**config.mk**
```make
export PLATFORM = sky130hd
export DESIGN_NAME = tinker_io_flat
export DESIGN_NICKNAME = d
export VERILOG_FILES = /design/src/rtl/tinker_io_pkg.sv /design/src/rtl/tinker_io_if.sv /design/src/rtl/tinker_io_fifo.sv /design/src/rtl/tinker_io.sv /design/src/flat_wrapper.sv
export SDC_FILE = /design/constraint.sdc
export NUM_CORES = 1
export LEC_CHECK = 0
export BUFFER_PORTS_ARGS = -buffer_cell sky130_fd_sc_hd__buf_4
export CAP_MARGIN = 20
export CORE_ASPECT_RATIO = 1.75
export CORE_MARGIN = 10
export CORE_UTILIZATION = 35
export DETAILED_ROUTE_END_ITERATION = 6
export GPL_TIMING_DRIVEN = 0
export SETUP_SLACK_MARGIN = 0.5
export SLEW_MARGIN = 20
export SYNTH_ARGS = -nofsm -noshare
export SYNTH_HDL_FRONTEND = slang
export SYNTH_SLANG_ARGS = --single-unit
```
**constraint.sdc**
```tcl
create_clock -name clk -period 7.6 [get_ports clk]
set_input_delay 0.38 -clock clk [delete_from_list [all_inputs] [get_ports clk]]
set_output_delay 0.38 -clock clk [all_outputs]
set_load 0.03 [all_outputs]
```
**src/rtl/tinker_io_pkg.sv**
```systemverilog
// Shared word type and default sizing for the tinker_io CPU port controller.
package tinker_io_pkg;

   localparam int IO_WORD_W    = 64;
   localparam int IO_DEPTH_DEF = 8;

   typedef logic [IO_WORD_W-1:0] io_word_t;

endpackage

```
**src/rtl/tinker_io_if.sv**
```systemverilog
// CPU port strobes/data, host input/output handshakes and error flags of tinker_io.
interface tinker_io_if #(
   parameter int WIDTH = tinker_io_pkg::IO_WORD_W
);

   logic             in_signal;
   logic [WIDTH-1:0] in_data;
   logic             out_signal;
   logic [WIDTH-1:0] out_data;

   logic             host_in_valid;
   logic             host_in_ready;
   logic [WIDTH-1:0] host_in_data;
   logic             host_out_valid;
   logic             host_out_ready;
   logic [WIDTH-1:0] host_out_data;

   logic             overflow;
   logic             underflow;

   // master: the CPU and host side driving the port
   modport master (
      output in_signal, out_signal, out_data,
      output host_in_valid, host_in_data, host_out_ready,
      input  in_data, host_in_ready, host_out_valid, host_out_data,
      input  overflow, underflow
   );

   // slave: the tinker_io device end
   modport slave (
      input  in_signal, out_signal, out_data,
      input  host_in_valid, host_in_data, host_out_ready,
      output in_data, host_in_ready, host_out_valid, host_out_data,
      output overflow, underflow
   );

endinterface

```
**src/rtl/tinker_io_fifo.sv**
```systemverilog
// io_fifo: synchronous FIFO, power-of-two DEPTH; push when full only succeeds with a same-cycle pop.
module io_fifo
   import tinker_io_pkg::*;
#(
   parameter int WIDTH = IO_WORD_W,
   parameter int DEPTH = IO_DEPTH_DEF
) (
   input  logic                     clk,
   input  logic                     reset,
   input  logic                     push,
   input  logic                     pop,
   input  logic [WIDTH-1:0]         din,
   output logic [WIDTH-1:0]         dout,
   output logic                     full,
   output logic                     empty,
   output logic [$clog2(DEPTH):0]   count
);

   localparam int PW = $clog2(DEPTH);
   localparam logic [PW:0]   CNT_ONE  = (PW+1)'(1);
   localparam logic [PW:0]   CNT_FULL = (PW+1)'(DEPTH);
   localparam logic [PW-1:0] PTR_ONE  = PW'(1);

   logic [WIDTH-1:0] mem [DEPTH];
   logic [PW-1:0]    rd_ptr;
   logic [PW-1:0]    wr_ptr;
   logic             do_push;
   logic             do_pop;

   assign full    = (count == CNT_FULL);
   assign empty   = (count == '0);
   assign do_pop  = pop & ~empty;
   assign do_push = push & (~full | do_pop);
   assign dout    = empty ? '0 : mem[rd_ptr];

   always_ff @(posedge clk) begin
      if (!reset) begin
         rd_ptr <= '0;
         wr_ptr <= '0;
         count  <= '0;
      end else begin
         if (do_push) wr_ptr <= wr_ptr + PTR_ONE;
         if (do_pop)  rd_ptr <= rd_ptr + PTR_ONE;
         case ({do_push, do_pop})
            2'b10:   count <= count + CNT_ONE;
            2'b01:   count <= count - CNT_ONE;
            default: count <= count;
         endcase
      end
   end

   // storage needs no reset: empty masks dout and pointers restart at 0
   always_ff @(posedge clk) begin
      if (reset && do_push) mem[wr_ptr] <= din;
   end

endmodule

```
**src/rtl/tinker_io.sv**
```systemverilog
// tinker_io: CPU port device end with input/output FIFOs toward the host.
// Optional sticky overflow/underflow flags built when TINKER_IO_ERR_FLAGS_EN is defined.
module tinker_io
   import tinker_io_pkg::*;
#(
   parameter int DEPTH = IO_DEPTH_DEF,
   parameter int WIDTH = IO_WORD_W
) (
   input  logic     clk,
   input  logic     reset,
   tinker_io_if.slave io
);

   logic             in_sig_q;
   logic             out_sig_q;
   logic             run_q;
   logic             rd_evt;
   logic             wr_evt;

   logic             in_push;
   logic             in_pop;
   logic             in_full;
   logic             in_empty;
   logic [$clog2(DEPTH):0] in_count;

   logic             out_push;
   logic             out_pop;
   logic             out_full;
   logic             out_empty;
   logic [$clog2(DEPTH):0] out_count;
   logic [WIDTH-1:0] out_head;

   logic             unused_counts;

   always_ff @(posedge clk) begin
      if (!reset) begin
         in_sig_q  <= 1'b0;
         out_sig_q <= 1'b0;
         run_q     <= 1'b0;
      end else begin
         in_sig_q  <= io.in_signal;
         out_sig_q <= io.out_signal;
         run_q     <= 1'b1;
      end
   end

   assign rd_evt = io.in_signal  & ~in_sig_q;
   assign wr_evt = io.out_signal & ~out_sig_q;

   // ready depends only on registered state, never on this cycle's CPU pop
   assign io.host_in_ready = run_q & ~in_full;
   assign in_push          = io.host_in_valid & io.host_in_ready;
   assign in_pop           = rd_evt & ~in_empty;

   assign io.host_out_valid = ~out_empty;
   assign io.host_out_data  = out_head;
   assign out_pop           = io.host_out_valid & io.host_out_ready;
   assign out_push          = wr_evt & (~out_full | out_pop);

   assign unused_counts = ^{in_count, out_count};

   io_fifo #(.WIDTH(WIDTH), .DEPTH(DEPTH)) u_in_fifo (
      .clk   (clk),
      .reset (reset),
      .push  (in_push),
      .pop   (in_pop),
      .din   (io.host_in_data),
      .dout  (io.in_data),
      .full  (in_full),
      .empty (in_empty),
      .count (in_count)
   );

   io_fifo #(.WIDTH(WIDTH), .DEPTH(DEPTH)) u_out_fifo (
      .clk   (clk),
      .reset (reset),
      .push  (out_push),
      .pop   (out_pop),
      .din   (io.out_data),
      .dout  (out_head),
      .full  (out_full),
      .empty (out_empty),
      .count (out_count)
   );

`ifdef TINKER_IO_ERR_FLAGS_EN
   logic overflow_q;
   logic underflow_q;
   logic wr_drop;
   logic rd_empty;

   assign wr_drop  = wr_evt & ~out_push;
   assign rd_empty = rd_evt & in_empty;

   always_ff @(posedge clk) begin
      if (!reset) begin
         overflow_q  <= 1'b0;
         underflow_q <= 1'b0;
      end else begin
         if (wr_drop)  overflow_q  <= 1'b1;
         if (rd_empty) underflow_q <= 1'b1;
      end
   end

   assign io.overflow  = overflow_q;
   assign io.underflow = underflow_q;
`else
   assign io.overflow  = 1'b0;
   assign io.underflow = 1'b0;
`endif

endmodule

```
**src/flat_wrapper.sv**
```systemverilog
// flat-port wrapper written by rule: the top's interface ports become plain ports
module tinker_io_flat import tinker_io_pkg::*;
#(
   parameter int DEPTH = IO_DEPTH_DEF,
   parameter int WIDTH = IO_WORD_W
)
  (clk, reset, io_in_signal, io_out_signal, io_out_data, io_host_in_valid, io_host_in_data, io_host_out_ready, io_in_data, io_host_in_ready, io_host_out_valid, io_host_out_data, io_overflow, io_underflow);
  tinker_io_if #(.WIDTH(WIDTH)) io_i ();
  input  logic clk;
  input  logic reset;
  input wire logic [$bits(io_i.in_signal)-1:0] io_in_signal;
  input wire logic [$bits(io_i.out_signal)-1:0] io_out_signal;
  input wire logic [$bits(io_i.out_data)-1:0] io_out_data;
  input wire logic [$bits(io_i.host_in_valid)-1:0] io_host_in_valid;
  input wire logic [$bits(io_i.host_in_data)-1:0] io_host_in_data;
  input wire logic [$bits(io_i.host_out_ready)-1:0] io_host_out_ready;
  output wire logic [$bits(io_i.in_data)-1:0] io_in_data;
  output wire logic [$bits(io_i.host_in_ready)-1:0] io_host_in_ready;
  output wire logic [$bits(io_i.host_out_valid)-1:0] io_host_out_valid;
  output wire logic [$bits(io_i.host_out_data)-1:0] io_host_out_data;
  output wire logic [$bits(io_i.overflow)-1:0] io_overflow;
  output wire logic [$bits(io_i.underflow)-1:0] io_underflow;
  assign io_i.in_signal = io_in_signal;
  assign io_i.out_signal = io_out_signal;
  assign io_i.out_data = io_out_data;
  assign io_i.host_in_valid = io_host_in_valid;
  assign io_i.host_in_data = io_host_in_data;
  assign io_i.host_out_ready = io_host_out_ready;
  assign io_in_data = io_i.in_data;
  assign io_host_in_ready = io_i.host_in_ready;
  assign io_host_out_valid = io_i.host_out_valid;
  assign io_host_out_data = io_i.host_out_data;
  assign io_overflow = io_i.overflow;
  assign io_underflow = io_i.underflow;
  tinker_io #(.DEPTH(DEPTH), .WIDTH(WIDTH)) u_core (.clk(clk), .reset(reset), .io(io_i));
endmodule
```
==> run_results.csv <==
group,metric,value,unit
outcome,status,"finished clean",
timing,fmax,0.249,GHz
pwr,power.share.clock,29.2,%
timing,report.final.slew_viol_count,0,
synthesis,syn_inst,1787,
global_route,grt_usage,14.7,%
cts,cts-resized-gates,0,
run,maxCapViolCount,0,
synthesis,synth_top_cell_by_area,"edfxtp_1",
routing,dr.pass1.iters,5,
critical_path,critical_path_peak_fanout,10,
finish,multiInputGateArea,8490,sq um
synthesis,synth_top_cell_area_share,76.2,%
timing,worst_slew_pin_slew,0.907,ns
critical_path,worstSetupStartpoint,"reset",
placement,gp_congestion,0.738,
pwr,p_int,10.8,mW
pwr,irDropWorstVdd,0.000289,V
cts,cts_setup_buffers,0,
synthesis,syn_avg_cell_area,22.6,sq um
cts,cts_tree,"yes",
timing,hold_viol,0,
floorplan,num_rows,164,
critical_path,cp.depth,13,
critical_path,crit_type,"in -> reg",
pwr,comb_power_share,28.8,%
cts,numClockSinks,1053,
critical_path,worstPathArrival,4.40,ns
synthesis,synth_edf_count,1024,
critical_path,endpoint_kind,"flip-flop",
pwr,p_leak,16.2,nW
pwr,seqPwrFrac,42.0,%
routing,num_vias,20050,
pwr,power.density,311,nW/um^2
synthesis,yosys_warnings,0,
finish,final_cells,4003,
cts,cts_root_buf,"clkbuf_16",
timing,skew,0.0253,ns
critical_path,cpMostUsedCell,"buf_2",
global_route,grt_max_degree,21,
synthesis,yosysUniqueCellTypes,37,
floorplan,ios,266,
placement,place_inst,3698,
critical_path,worst_ep_required_time,7.98,ns
synthesis,netlist_area,40300,sq um
finish,fillCellCount,9754,
pwr,p_sw,4.73,mW
floorplan,coreArea,114000,sq um
global_route,grt_pass1_wl,145,mm
cts,tritoncts.num_buffers,94,
global_route,overflow,0,
timing,rsz0062_at_grt,"no",
pwr,switching_share,30.6,%
routing,postRouteAntennaNets,0,
finish,drive_gt1_share,36.1,%
timing,finalCritPeriodShare,52.8,%
critical_path,cp.buffers_inverters,11,
timing,setup_viol,0,
critical_path,reg2reg_from,"u_core.u_in_fifo.count[0]$_SDFFE_PN0P_",
floorplan,die_w,277,um
global_route,antenna_found_initial,13,
worst_hold_path,hp-class,"in -> reg",
cts,cts_max_path_buffers,3,
routing,drtIter0Drc,1421,
routing,wl_per_cell,24.1,um
cts,path_clk_slew,0.06,ns
critical_path,critPathMaxStageDelay,0.58,ns
cts,clk_latency,0.69,ns
routing,viasPerCell,5.01,
floorplan,die_area,130000,sq um
cts,htree_levels,3,
critical_path,r2r_end,"u_core.u_in_fifo.mem[3][16]$_DFFE_PP_",
synthesis,synth_area_leaders,"edfxtp_1 76%, mux4_2 14%, mux2i_1 3.4%",
timing,period_minus_slack,4.01,ns
critical_path,cp-endpoint,"u_core.u_out_fifo.mem[0][30]$_DFFE_PP_",
critical_path,rr_worst_depth,9,
placement,hpwl,68.4,mm
routing,remaining_drc_errors,0,
synthesis,yosysSeqAreaShare,77.7,%
floorplan,die_h,469,um
global_route,grt_pass1_vias,22051,
critical_path,reg2reg_slack,4.38,ns
critical_path,critPathSlowestCell,"dlygate4sd3_1",
floorplan,start_util,35.3,%
critical_path,worstSetupStartpointType,"input pin",
synthesis,ys_seq_elements,1053,
placement,port_buffers,263,
finish,seqCellArea,31300,sq um
critical_path,crit_chain,"dlygate4sd3_1, buf_4, clkbuf_1, clkbuf_1, nand2_1, nor4_2, buf_2, buf_2, buf_2, buf_2, buf_2, buf_4, buf_4",
critical_path,cp_top_family,"buffers and inverters",
synthesis,async_reset_ff_share,0,%
timing,slew_headroom,39.5,%
routing,drt-total-wl,96.4,mm
finish,fin_util,43.6,%
finish,syn_to_final_growth,23.5,%
synthesis,synth_ff_type,"edfxtp_1",
cts,cts_hold_buf,131,
finish,nNetsFinal,2576,
pwr,power,15.5,mW
[state kept, by name, indices dropped and copies added (netlist names), named ones only]
signal / flops
u_core.in_sig_q: 1
u_core.out_sig_q: 1
u_core.run_q: 1
u_core.u_in_fifo.count: 4
u_core.u_in_fifo.mem: 512
u_core.u_in_fifo.rd_ptr: 3
u_core.u_in_fifo.wr_ptr: 3
u_core.u_out_fifo.count: 4
u_core.u_out_fifo.mem: 512
u_core.u_out_fifo.rd_ptr: 3
u_core.u_out_fifo.wr_ptr: 3
[worst min-delay path by stage]
stage | start | end | cells after the start
floorplan | reset | u_core.run_q$_DFF_P_ | 0
global placement | u_core.u_in_fifo.rd_ptr[2]$_SDFFE_PN0P_ | u_core.u_in_fifo.rd_ptr[2]$_SDFFE_PN0P_ | 2
detailed placement | u_core.u_out_fifo.count[3]$_SDFFE_PN0P_ | u_core.u_out_fifo.count[3]$_SDFFE_PN0P_ | 2
CTS | io_host_in_valid | u_core.u_in_fifo.wr_ptr[1]$_SDFFE_PN0P_ | 3
global route | io_host_in_valid | u_core.u_in_fifo.wr_ptr[1]$_SDFFE_PN0P_ | 3
finish | io_host_in_valid | u_core.u_in_fifo.wr_ptr[1]$_SDFFE_PN0P_ | 3
[worst reg2reg max path, cell delays in order (launching register included)]
cell and delay, ns:
dfxtp_1 0.42, or4b_4 0.20, and2_1 0.16, nand3_1 0.28, nor3_2 0.74, buf_6 0.26, buf_4 0.21, buf_4 0.22
buf_4 0.23, buf_4 0.21
[final cells by class]
class	count	area share [%]
multi-input cells	636	17.1
inverters	7	0.0527
diodes	5	0.0251
well taps	1494	3.75
clock inverters	51	0.723
clock buffers	118	5.05
plain buffers	92	1.22
repair buffers	547	9.23
flip-flops and latches	1053	62.9
[routing by layer]
layer | part of all wire (%) | vias up | track usage, % | wire [um]
met5 | 0.077 | - | 0 | 74
met4 | 2.1 | 12 | 4.51 | 2000
met3 | 6.4 | 132 | 3.43 | 6210
met2 | 52 | 639 | 26.2 | 50000
met1 | 40 | 10590 | 17.5 | 38100
li1 | - | 8677 | - | -
[metrics by stage]
step / TNS (ns) / instance area (sq um) / setup slack, ns / hold slack (ns)
floorplan: -17.57 / 40400 / -0.137 / 0.408
global placement: -3784.57 / 44200 / -8.23 / 0.469
detailed placement: 0 / 45600 / 3.41 / 0.473
CTS: 0 / 49800 / 3.52 / 0.0729
global route: 0 / 49800 / 3.27 / 0.150
finish: 0 / 49800 / 3.59 / 0.122
[synthesized netlist by cell type, types with 2 or more instances]
library cell / n
edfxtp_1: 1024
ha_1: 10
nand3_1: 6
mux2i_1: 136
buf_4: 8
a21oi_1: 2
clkbuf_1: 8
o21ai_0: 6
buf_6: 22
nand2b_1: 5
inv_1: 7
nor2_1: 132
mux4_2: 256
nor2b_1: 6
buf_2: 52
nor4_1: 6
nor3_1: 11
nand2_1: 18
xnor2_1: 6
dfxtp_1: 29
a21boi_0: 2
buf_1: 2
and2_1: 15
xor2_1: 5
[kinds of logic (layout without fill, tap and decap cells)]
family | after synthesis | in the layout | synth area share (%)
AOI/OAI and AO/OA | 13 | 13 | 0.192
xor gates and xnor gates | 11 | 11 | 0.239
adders and majority gates | 11 | 11 | 0.360
buffers and inverters | 99 | 815 | 1.57
DFF | 1053 | 1053 | 77.7
muxes | 392 | 392 | 17.7
other | 1 | 7 | 0.00930
and+or+nand+nor | 207 | 207 | 2.31
[power by group through the flow]
stage / Combinational, mW / Clock, mW / Sequential, mW
floorplan: 2.86 / 0 / 6.63
global placement: 4.43 / 0 / 6.65
detailed placement: 4.48 / 0 / 6.63
CTS: 4.56 / 4.62 / 6.51
finish: 4.46 / 4.52 / 6.51
global route: 4.78 / 4.84 / 6.51
[cells in the final DEF, fill, tap and decap left out, types with 3 or more instances in the layout]
master,synthesis,layout
dlygate4sd3_1,0,131
clkbuf_16,0,97
edfxtp_1,1024,1024
nor2b_1,6,6
nor3_2,0,10
buf_6,22,46
nand3_1,6,6
bufinv_16,0,4
nand2_1,18,18
and2_1,15,15
buf_2,52,75
nand2b_1,5,5
mux2i_1,136,136
ha_1,10,10
dfxtp_1,29,29
inv_1,7,7
buf_16,0,4
diode_2,0,5
buf_12,0,3
nor2_1,132,130
clkbuf_1,8,28
buf_4,8,368
xnor2_1,6,6
xor2_1,5,5
clkinv_2,0,20
mux4_2,256,256
o21ai_0,6,6
clkinvlp_4,0,3
inv_6,0,4
clkinv_1,0,19
Note: power is estimated with default switching activity, not from simulation.
